[config.mk]
export PLATFORM = sky130hd
export DESIGN_NAME = iter_normalizer_flat
export DESIGN_NICKNAME = d
export VERILOG_FILES = /design/src/rtl/iter_normalizer_if.sv /design/src/rtl/iter_normalizer.sv /design/src/flat_wrapper.sv
export SDC_FILE = /design/constraint.sdc
export NUM_CORES = 1
export LEC_CHECK = 0
export ABC_AREA = 1
export CAP_MARGIN = 20
export CELL_PAD_IN_SITES_DETAIL_PLACEMENT = 2
export CELL_PAD_IN_SITES_GLOBAL_PLACEMENT = 2
export CORE_MARGIN = 1
export CORE_UTILIZATION = 23
export DETAILED_ROUTE_END_ITERATION = 12
export PLACE_DENSITY = 0.74
export RECOVER_POWER = 100
export SYNTH_ARGS = -nofsm -noshare
export SYNTH_HDL_FRONTEND = slang
export SYNTH_SLANG_ARGS = --single-unit
[constraint.sdc]
create_clock -name clk -period 2 [get_ports clk]
set_input_delay 0.4 -clock clk [delete_from_list [all_inputs] [get_ports clk]]
set_output_delay 0.4 -clock clk [all_outputs]
set_load 0.05 [all_outputs]
[src/rtl/iter_normalizer_if.sv]
`default_nettype none
// +----------------------------------------------------------------------------+
// | Module      : iter_normalizer_if                                           |
// | Description : Handshake bundle for iter_normalizer. It carries the input   |
// |               word channel (valid/ready/data) and the result channel       |
// |               (valid/ready/data/shift/zero).                               |
// | Ports       : master - drives the input word and out_ready (source/sink)   |
// |               slave  - drives in_ready and the result (normalizer side)    |
// | Revision    : 1.0  initial release                                         |
// +----------------------------------------------------------------------------+
interface iter_normalizer_if #(
  parameter int WIDTH = 8
);
  localparam int LOG2 = $clog2(WIDTH);

  logic             in_valid;
  logic             in_ready;
  logic [WIDTH-1:0] data_in;
  logic             out_valid;
  logic             out_ready;
  logic [WIDTH-1:0] data_out;
  logic [LOG2-1:0]  shift_amt;
  logic             zero;

  modport master (
    output in_valid, data_in, out_ready,
    input  in_ready, out_valid, data_out, shift_amt, zero
  );

  modport slave (
    input  in_valid, data_in, out_ready,
    output in_ready, out_valid, data_out, shift_amt, zero
  );
endinterface
`default_nettype wire

[src/rtl/iter_normalizer.sv]
`default_nettype none
// +----------------------------------------------------------------------------+
// | Module      : iter_normalizer                                              |
// | Description : Iterative leading-zero normalizer. An accepted word is       |
// |               shifted left in LOG2 binary-search stages (WIDTH/2 ... 1),   |
// |               one stage per cycle, until its MSB is set. The result holds  |
// |               until the downstream handshake completes.                    |
// | Ports       : clk  - rising-edge clock                                     |
// |               rst  - synchronous active-high reset                         |
// |               bus  - slave modport: in_valid/in_ready/data_in in,          |
// |                      out_valid/out_ready/data_out/shift_amt/zero out       |
// | Revision    : 1.0  initial release                                         |
// +----------------------------------------------------------------------------+
module iter_normalizer #(
  parameter int WIDTH = 8
) (
  input  wire logic          clk,
  input  wire logic          rst,
  iter_normalizer_if.slave   bus
);
  localparam int LOG2 = $clog2(WIDTH);

  // First stage distance and index of the final stage.
  localparam logic [LOG2-1:0] HALF_DIST  = LOG2'(WIDTH / 2);
  localparam logic [LOG2-1:0] LAST_STAGE = LOG2'(LOG2 - 1);

  typedef enum logic [1:0] {
    IDLE = 2'd0,
    BUSY = 2'd1,
    DONE = 2'd2
  } state_t;

  state_t           state_q, state_d;
  logic [WIDTH-1:0] work_q,  work_d;
  logic [LOG2-1:0]  cnt_q,   cnt_d;
  logic [LOG2-1:0]  stage_q, stage_d;
  logic             zero_q,  zero_d;

  logic [LOG2-1:0]  dist_w;
  logic [WIDTH-1:0] mask_w;
  logic             top_zero_w;

  // Stage distance halves each cycle; the mask selects the top dist_w bits.
  assign dist_w     = HALF_DIST >> stage_q;
  assign mask_w     = ~({WIDTH{1'b1}} >> dist_w);
  assign top_zero_w = ((work_q & mask_w) == '0);

  always_ff @(posedge clk) begin
    if (rst) begin
      state_q <= IDLE;
      work_q  <= '0;
      cnt_q   <= '0;
      stage_q <= '0;
      zero_q  <= 1'b0;
    end else begin
      state_q <= state_d;
      work_q  <= work_d;
      cnt_q   <= cnt_d;
      stage_q <= stage_d;
      zero_q  <= zero_d;
    end
  end

  always_comb begin
    state_d = state_q;
    work_d  = work_q;
    cnt_d   = cnt_q;
    stage_d = stage_q;
    zero_d  = zero_q;

    case (state_q)
      IDLE: begin
        if (bus.in_valid) begin
          work_d  = bus.data_in;
          cnt_d   = '0;
          stage_d = '0;
          zero_d  = (bus.data_in == '0);
          state_d = BUSY;
        end
      end

      BUSY: begin
        // An all-zero word shifts at every stage, so the count naturally
        // saturates at WIDTH-1 without any special case.
        if (top_zero_w) begin
          work_d = work_q << dist_w;
          cnt_d  = cnt_q + dist_w;
        end
        stage_d = stage_q + LOG2'(1);
        if (stage_q == LAST_STAGE) begin
          state_d = DONE;
        end
      end

      DONE: begin
        if (bus.out_ready) begin
          state_d = IDLE;
        end
      end

      default: begin
        state_d = IDLE;
      end
    endcase
  end

  assign bus.in_ready  = (state_q == IDLE);
  assign bus.out_valid = (state_q == DONE);
  assign bus.data_out  = work_q;
  assign bus.shift_amt = cnt_q;
  assign bus.zero      = zero_q;
endmodule
`default_nettype wire

[src/flat_wrapper.sv]
// flat-port wrapper written by rule: the top's interface ports become plain ports
module iter_normalizer_flat 
#(
  parameter int WIDTH = 8
)
  (clk, rst, bus_in_valid, bus_data_in, bus_out_ready, bus_in_ready, bus_out_valid, bus_data_out, bus_shift_amt, bus_zero);
  iter_normalizer_if #(.WIDTH(WIDTH)) bus_i ();
  input  wire logic clk;
  input  wire logic rst;
  input wire logic [$bits(bus_i.in_valid)-1:0] bus_in_valid;
  input wire logic [$bits(bus_i.data_in)-1:0] bus_data_in;
  input wire logic [$bits(bus_i.out_ready)-1:0] bus_out_ready;
  output wire logic [$bits(bus_i.in_ready)-1:0] bus_in_ready;
  output wire logic [$bits(bus_i.out_valid)-1:0] bus_out_valid;
  output wire logic [$bits(bus_i.data_out)-1:0] bus_data_out;
  output wire logic [$bits(bus_i.shift_amt)-1:0] bus_shift_amt;
  output wire logic [$bits(bus_i.zero)-1:0] bus_zero;
  assign bus_i.in_valid = bus_in_valid;
  assign bus_i.data_in = bus_data_in;
  assign bus_i.out_ready = bus_out_ready;
  assign bus_in_ready = bus_i.in_ready;
  assign bus_out_valid = bus_i.out_valid;
  assign bus_data_out = bus_i.data_out;
  assign bus_shift_amt = bus_i.shift_amt;
  assign bus_zero = bus_i.zero;
  iter_normalizer #(.WIDTH(WIDTH)) u_core (.clk(clk), .rst(rst), .bus(bus_i));
endmodule
==> results of run 1 <==
==> routing by layer <==
metal	vias up	global-route usage
li1	714	-
met1	673	0.270
met2	29	0.305
met3	7	0.0206
met4	0	0.0620
met5	-	0
==> cell usage in the layout (no fill, tap or decap), types with 2 or more instances in the layout <==
cell type | netlist | routed
nand2_1 | 54 | 54
nor2_1 | 34 | 33
nand3_1 | 20 | 20
inv_1 | 18 | 18
dfxtp_1 | 17 | 15
a21oi_1 | 14 | 14
clkdlybuf4s50_1 | 0 | 13
buf_4 | 0 | 11
o21ai_1 | 9 | 10
clkbuf_1 | 2 | 9
dlygate4sd3_1 | 0 | 5
o21ai_0 | 5 | 4
ha_1 | 4 | 3
clkbuf_8 | 0 | 3
inv_2 | 2 | 2
nand2_2 | 3 | 2
nor2_2 | 2 | 2
nor4_1 | 2 | 2
dfxtp_2 | 0 | 2
==> repair_timing <==
item	in CTS	in global routing
gates resized for setup	2	8
hold buffers	0	0
setup buffers	0	3
pin swaps	0	1
setup endpoints to repair	7	9
hold endpoints to repair	0	0
==> per-stage QoR <==
stage	util	instance area [µm²]	TNS [ns]
final	0.340	1650	0
after global routing	0.340	1650	-0.0113
after floorplan	-	1180	0
after detailed placement	0.323	1560	-0.0367
after global placement	0.323	1560	-0.00620
after CTS	0.333	1620	0
==> cells by family (layout without fill, tap and decap cells) <==
logic type | count (synthesis) | count (layout) | synth area share
AND/OR/NAND/NOR | 120 | 120 | 0.433
AO/OA/AOI/OAI | 30 | 30 | 0.130
buffers and inverters | 24 | 64 | 0.0824
flip-flops | 17 | 17 | 0.288
adder cells (fa/ha/maj) | 5 | 5 | 0.0592
XOR/XNOR | 1 | 1 | 0.00740
==> power by group through the flow <==
stage	combinational, µW	sequential [µW]	clock, µW
4_1_cts	613	434	282
5_1_grt	689	442	294
2_1_floorplan	277	548	0
6_report	626	433	274
3_5_place_dp	603	442	0
3_3_place_gp	595	442	0
==> flip-flops by register name, summed over array words and instances (netlist names) <==
| name | flops |
|---|---|
| u_core.bus.data_out | 8 |
| u_core.bus.shift_amt | 3 |
| u_core.stage_q | 3 |
| u_core.state_q | 2 |
| u_core.bus.zero | 1 |
==> worst paths after layout <==
check,startpoint,end
worst min register to register,u_core.stage_q[0],u_core.stage_q[0]
worst max-delay path,u_core.bus.data_out[3],bus_data_out[3]
worst max register to register,u_core.stage_q[0],u_core.bus.data_out[7]
worst min-delay path,u_core.stage_q[0],u_core.stage_q[0]
==> layout make-up <==
class | instances | area share
Tap cell | 67 | 0.0508
Multi-Input combinational cell | 156 | 0.472
Timing Repair Buffer | 39 | 0.194
Sequential cell | 17 | 0.208
Clock buffer | 4 | 0.0273
Inverter | 21 | 0.0478
==> metrics.cfg, run 1 <==
[run_status]
status=finished clean

[die]
io_pins=26
initial_core_util=0.244
die_h_um=73.7
core_area_um2=4850
die_w_um=73.7
die_area_um2=5440
core.rowCount=25

[power_and_ir_drop]
power.leakage_uw=0.000710
power_frac_clock=0.206
comb_power_share=0.469
p_sw_uw=601
intPower_uw=733
netSwitchingFraction=0.451
pwr_density_cell_nw_per_um2=808
peakVddDrop_uv=253
p_total_uw=1330
p_seq_frac=0.325

[min_path]
hp-class=flip-flop to flip-flop
hold_depth=1

[placed_design]
port_buffers=25
place_congestion=0.878
dp_hpwl_um=3680
pre_cts_slack_ns=-0.0367
dp.cells=297

[synthesis]
synth_most_common_cell=nand2_1
ys_seq_area_frac=0.288
synth.avg_cell_area_um2=6.01
synth_cell_type_count=25
synthTopCellsByArea=dfxtp_1 29%, nand2_1 17%, nor2_1 11%
synth_top_area_share=0.288
synth-edff-count=0
synth_nets=214
synth-main-ff-cell=dfxtp_1
yosysTopAreaCell=dfxtp_1
async_flop_share=0
syn_area_um2=1180
yosysWarnings=0
ys_seq_elements=17
syn_inst=197
synth_common_cells=54 x nand2_1, 34 x nor2_1, 20 x nand3_1

[final_layout]
drive_gt1_frac=0.131
seqCellArea_um2=343
multi_input_area_um2=779
syn2layout_area_growth_pct=39.4
n_antenna_cell=0
fin_cells=304
final_nets=255
fillers=610

[timing]
min_period_over_period=0.958
tightest_slew_ns=0.601
finalCriticalPeriod_ns=1.92
slew_headroom=0.601
fmax_mhz=522
clock_skew_ns=0.00774
setup_viol=0
drv_slew=0
timing.hold.ws_ns=0.472
hold_viol=0
setup_ws_ns=0.0849

[clock_network]
cts.sinks=17
cts-root-buf=clkbuf_8
insertion_delay_ns=0.26
clk_pin_slew_ns=0.08
numCtsBuffers=3
clockBufferDepth=2
cts_tree=yes
h-tree-depth=1

[global_route]
grt_max_degree=16
grt_pass1_vias=1494
grt-ovfl-total=0
antenna_found_initial=0
track_usage=0.192
grt_pass1_wl_um=7790

[worst_setup_path]
cp_top_family=buffers and inverters
critPathMaxFanout=5
worstSetupStartpointType=flip-flop
rr_worst_depth=11
crit_chain=clkdlybuf4s50_1
crit_required_ns=1.60
r2r_slack_ns=0.11
criticalPathCategory=flip-flop to output port
cp.arrival_ns=1.52
endpoint_kind=output port
cp_slowest_stage_delay_ns=0.84
slowest_stage=clkdlybuf4s50_1
cp.depth=1
crit_buf_inv=1

[drt]
avgViaCountPerCell=4.68
dr.pass1.iters=4
num_vias=1423
remaining_drc_errors=0
wl_per_cell_um=15.3
dr_wl_met3_um=143
dr.max_layer_used=met4
drt-total-wl_um=4640
drt_iter0_markers=69
ant_nets=0
wl_met1_um=2220
wl_met2_um=2190

[run]
maxCapViolCount=0

(Power assumes the default switching activity.)
==> inputs of run 2 (changes only) <==
- CAP_MARGIN: 20 -> default
- CORE_MARGIN: 1 -> 5
- MAX_ROUTING_LAYER: default -> met4
==> run 2 against run 1 <==
  * Setup slack worse by 0.0052 ns
  * Clock power is 3% higher
  * Design area is 2.8% lower
  * Fmax is 0.27% lower
  * Sequential share of layout area is 0.60 points higher
  * Clock skew is 0.0041 ns lower
  * Die area is 23% higher
  * Critical path depth stayed put
  * Combinational power is 4.3% lower
  * Sequential power is 0.9% lower
  * Power is 1.8% lower
  * Critical endpoint is now bus_data_out[7]
  * Highest routed layer unchanged
==> metrics.cfg, run 2 (synthesized netlist as in run 1, its figures left out) <==
[die]
io_pins=26  ; unchanged
die_area_um2=6680  ; +23%
core_area_um2=5040  ; +4.0%
die_h_um=81.7  ; +11%
core.rowCount=26  ; +4.0%
initial_core_util=0.235  ; -0.00939
die_w_um=81.7  ; +11%

[clock_network]
cts_tree=yes
cts_setup_buffers=0  ; unchanged
cts.sinks=17  ; unchanged
insertion_delay_ns=0.27  ; about the same
h-tree-depth=1  ; unchanged
clockBufferDepth=2  ; unchanged
cts-hold-fix-buffers=0  ; unchanged
numCtsBuffers=3  ; unchanged
cts-root-buf=clkbuf_8
clk_pin_slew_ns=0.08  ; about the same

[worst_setup_path]
worstSetupStartpointType=flip-flop
critPathMaxFanout=3  ; -2
slowest_stage=dlygate4sd3_1
criticalPathCategory=flip-flop to output port
crit_chain=dlygate4sd3_1
crit_buf_inv=1  ; unchanged
cp_top_family=buffers and inverters
cp.arrival_ns=1.52  ; about the same
endpoint_kind=output port
cp_slowest_stage_delay_ns=0.89  ; +0.05 ns
crit_required_ns=1.60  ; about the same

[placed_design]
dp_hpwl_um=3930  ; +6.7%
port_buffers=25  ; unchanged
place_congestion=0.862  ; -1.9%
pre_cts_slack_ns=-0.0173  ; +0.0194 ns

[drt]
drt-total-wl_um=4910  ; +5.9%
remaining_drc_errors=0  ; unchanged
dr.pass1.iters=4  ; unchanged
avgViaCountPerCell=4.73  ; +1.0%
drt_iter0_markers=50  ; -28%
wl_per_cell_um=16.1  ; +5.5%
num_vias=1442  ; +1.3%
ant_nets=0  ; unchanged

[final_layout]
final_nets=253  ; -0.78%
drive_gt1_frac=0.115  ; -0.0159
n_antenna_cell=0  ; unchanged
final_common_cell=nand2_1
largest_reg_flops=8  ; unchanged
final_cell_mix=54 x nand2_1, 32 x nor2_1, 20 x nand3_1
syn2layout_area_growth_pct=35.5

[min_path]
hp-class=flip-flop to flip-flop

[timing]
fmax_mhz=521  ; -0.27%
hold_viol=0  ; unchanged
slew_headroom=0.590  ; -0.0106
timing.hold.ws_ns=0.491  ; +0.0185 ns
setup_viol=0  ; unchanged
clock_skew_ns=0.00367  ; -0.00407 ns
setup_ws_ns=0.0797  ; -0.00519 ns
min_period_over_period=0.960  ; +0.00259
finalCriticalPeriod_ns=1.92  ; +0.00519 ns
tightest_slew_ns=0.617  ; +0.0160 ns
drv_slew=0  ; unchanged

[global_route]
grt_pass1_wl_um=8110  ; +4.2%
antenna_found_initial=0  ; unchanged
grt_max_degree=16  ; unchanged
grt-ovfl-total=0  ; unchanged
track_usage=0.167  ; -0.0255
grt_pass1_vias=1604  ; +7.4%

[run]
maxCapViolCount=0  ; unchanged

[power_and_ir_drop]
pwr_density_cell_nw_per_um2=817  ; +1.1%
peakVddDrop_uv=353  ; +39%
power.leakage_uw=0.000687  ; -3.3%

[run_status]
status=finished clean

==> run 2: cell type report <==
class                           instances  area [µm²]
Fill cell                             644        3440
Clock inverter                          1        5.00
Multi-Input combinational cell        156         763
Sequential cell                        17         343
Tap cell                               70        87.6
Timing Repair Buffer                   37         285
Clock buffer                            3        41.3
Inverter                               21        78.8
==> run 2: per-stage QoR <==
step,util,power (µW),instance area [µm²],TNS (ns),instances
detailed placement,0.312,1060,1580,-0.0173,301
global placement,0.312,1040,1580,0,301
global route,0.318,1400,1600,-0.000451,305
CTS,0.323,1340,1630,0,305
finish,0.318,1310,1600,0,305
floorplan,-,825,1180,0,197
==> run 2: power by group <==
group	switching, µW	leakage [µW]	total [µW]	internal (µW)
clock network	142	0.0000255	282	139
registers	47.1	0.000141	429	382
logic	417	0.000521	599	182
==> run 2: timing repair <==
action | 4_1_cts | 5_1_grt
endpoints found under the setup margin | 3 | 8
resized for setup | 2 | 6
gates cloned | 0 | 0
==> run 2: worst register-to-register path, stage by stage, from the launching register on <==
cell	delay (ns)
dfxtp_2	0.35
inv_1	0.09
ha_1	0.17
inv_1	0.07
nor2_4	0.12
nand2_1	0.11
fa_1	0.39
xnor2_1	0.20
o21ai_0	0.12
nor2_1	0.12
nor2_1	0.05
==> run 2: path summary, 6_finish.rpt <==
| kind | startpoint | to | slack (ns) | cells after the start |
|---|---|---|---|---|
| min | u_core.stage_q[0] | u_core.stage_q[0] | 0.49 | 1 |
| max | u_core.bus.data_out[7] | bus_data_out[7] | 0.08 | 1 |
| max reg2reg | u_core.stage_q[0] | u_core.bus.shift_amt[2] | 0.12 | 10 |
| min reg2reg | u_core.stage_q[0] | u_core.stage_q[0] | 0.49 | 1 |
==> run 2: routing by layer <==
layer | track usage | up-vias | part of all wire
li1 | - | 709 | -
met1 | 0.203 | 700 | 0.48
met2 | 0.284 | 26 | 0.48
met3 | 0.0143 | 7 | 0.018
met4 | 0.0648 | 0 | 0.023
met5 | - | - | 0
==> inputs of run 3 (changes only) <==
==> constraint.sdc (replaced) <==
create_clock -name clk -period 2 [get_ports clk]
set_input_delay 0.2 -clock clk [delete_from_list [all_inputs] [get_ports clk]]
set_output_delay 0.2 -clock clk [all_outputs]
set_load 0.05 [all_outputs]
==> run 3 against run 2 <==
  * Power is 0.70% lower
  * Critical path depth rose by 1
  * Clock skew shrank 0.0014 ns
  * Non-clock buffer count fell by 4
  * Critical path type unchanged
  * First-iteration DRC count up 6.0%
  * Sequential power increased by 2%
  * Highest routed layer unchanged
==> metrics.cfg, run 3 (synthesized netlist as in run 1, its figures left out) <==
[run_status]
status=finished clean

[clock_network]
cts-root-buf=clkbuf_8
cts_tree=yes
h-tree-depth=1  ; unchanged
numCtsBuffers=3  ; unchanged
cts_setup_buffers=0  ; unchanged
clockBufferDepth=2  ; unchanged
cts.sinks=17  ; unchanged
post_cts_resize_count=2  ; unchanged
insertion_delay_ns=0.26  ; about the same
cts-hold-fix-buffers=0  ; unchanged
clk_pin_slew_ns=0.07  ; about the same

[timing]
min_period_over_period=0.945  ; -0.0148
drv_slew=0  ; unchanged
tightest_slew_ns=0.518  ; -0.0992 ns
rsz0062_at_grt=no
fmax_mhz=529  ; +1.6%
hold_viol=0  ; unchanged
finalCriticalPeriod_ns=1.89  ; -0.0296 ns
clock_skew_ns=0.00229  ; -0.00138 ns
slew_headroom=0.654  ; +0.0632
setup_viol=0  ; unchanged
setup_ws_ns=0.109  ; +0.0296 ns

[final_layout]
postLayoutCoreUtil=0.324  ; +0.00595
fillers=639  ; -0.78%
n_antenna_cell=0  ; unchanged
final_nets=249  ; -1.6%
syn2layout_area_growth_pct=38.1
largest_reg_flops=8  ; unchanged
drive_gt1_frac=0.113  ; -0.00234
final_common_cell=nand2_1
final_cell_mix=53 x nand2_1, 32 x nor2_1, 20 x nand3_1

[power_and_ir_drop]
pwr_density_cell_nw_per_um2=796  ; -2.5%
power.leakage_uw=0.000718  ; +4.5%
peakVddDrop_uv=277  ; -22%

[die]
core_area_um2=5040  ; unchanged
die_h_um=81.7  ; unchanged
io_pins=26  ; unchanged
die_w_um=81.7  ; unchanged
initial_core_util=0.235  ; unchanged
die_area_um2=6680  ; unchanged
core.rowCount=26  ; unchanged

[placed_design]
port_buffers=25  ; unchanged
pre_cts_slack_ns=-0.0502  ; -0.0329 ns
dp_hpwl_um=3760  ; -4.2%
place_congestion=0.881  ; +2.2%

[worst_setup_path]
crit_buf_inv=1  ; unchanged
criticalPathCategory=flip-flop to output port
crit-reg2reg-launch=u_core.stage_q[1]
worstSetupStartpointType=flip-flop
r2r_slack_ns=0.18  ; +0.06 ns
rr_worst_depth=12  ; +2
critPathMaxFanout=4  ; +1
cp_top_family=buffers and inverters
crit_required_ns=1.80  ; +0.20 ns
crit_chain=nor2_1, dlygate4sd3_1
reg2reg_to=u_core.bus.shift_amt[1]
cp_slowest_stage_delay_ns=0.90  ; about the same
endpoint_kind=output port
slowest_stage=dlygate4sd3_1
cp.arrival_ns=1.69  ; +0.17 ns

[run]
maxCapViolCount=0  ; unchanged

[global_route]
antenna_found_initial=0  ; unchanged
grt_pass1_wl_um=7640  ; -5.9%
grt_pass1_vias=1512  ; -5.7%
track_usage=0.155  ; -0.0114
grt-ovfl-total=0  ; unchanged
grt_max_degree=16  ; unchanged

[drt]
avgViaCountPerCell=4.61  ; -2.5%
num_vias=1388  ; -3.7%
drt_iter0_markers=53  ; +6.0%
wl_per_cell_um=15.4  ; -4.2%
remaining_drc_errors=0  ; unchanged
ant_nets=0  ; unchanged
dr.pass1.iters=4  ; unchanged
drt-total-wl_um=4640  ; -5.4%

[min_path]
hold_depth=1  ; unchanged
hp-class=flip-flop to flip-flop
hold_path_end=u_core.stage_q[0]
min_from=u_core.stage_q[0]

## run 3: routing by layer
metal  track usage  wire length (µm)
met1         0.210              2290
met2         0.246              2190
met4        0.0498                71
met5             -                 0
met3        0.0110                91
## run 3: layout make-up
| type | count | area [µm²] | share of cell area |
|---|---|---|---|
| multi-input cells | 156 | 773 | 0.473 |
| flip-flops and latches | 17 | 342 | 0.209 |
| clock inverters | 1 | 5.00 | 0.00306 |
| inverters | 21 | 78.8 | 0.0482 |
| repair buffers | 33 | 307 | 0.188 |
| well taps | 70 | 87.6 | 0.0536 |
| clock buffers | 3 | 41.3 | 0.0253 |
## run 3: worst max-delay path by stage
stage	startpoint	end	slack, ns	depth (start not counted)
2_1_floorplan	u_core.stage_q[0]	u_core.bus.shift_amt[2]	0.0009	11
3_3_place_gp	u_core.stage_q[0]	u_core.bus.shift_amt[2]	-0.0003	10
3_5_place_dp	u_core.stage_q[0]	u_core.bus.shift_amt[2]	-0.05	10
4_1_cts	u_core.stage_q[0]	u_core.bus.shift_amt[2]	0.009	10
5_1_grt	u_core.stage_q[0]	u_core.bus.shift_amt[2]	0.008	11
6_report	u_core.state_q[0]	bus_in_ready	0.11	2
## run 3: power by group
| part | internal [µW] | total, µW | switching [µW] |
|---|---|---|---|
| clock | 139 | 272 | 133 |
| combinational | 191 | 591 | 399 |
| sequential | 382 | 438 | 55.8 |
| total | 712 | 1300 | 589 |
## run 3: stage by stage
stage                     cells  hold WS [ns]  setup TNS, ns  cell area (µm²)  total power, µW
final                       301         0.513              0             1630             1300
after global placement      297         0.496      -0.000321             1560             1040
after global routing        301         0.516              0             1630             1390
after floorplan             197         0.269              0             1180              825
after detailed placement    297         0.517        -0.0502             1560             1050
after CTS                   301         0.530              0             1620             1320
## run 3: worst reg2reg max path: stages, from the launching register on
cell and delay (ns):
dfxtp_1 0.36, inv_1 0.08, ha_1 0.29, nand2_4 0.13, nand2_2 0.07, nand2_1 0.07, nand2_1 0.07, nor2_2 0.09
nand3_2 0.11, nand2_4 0.18, inv_2 0.10, nor2_1 0.11, nor2_1 0.06
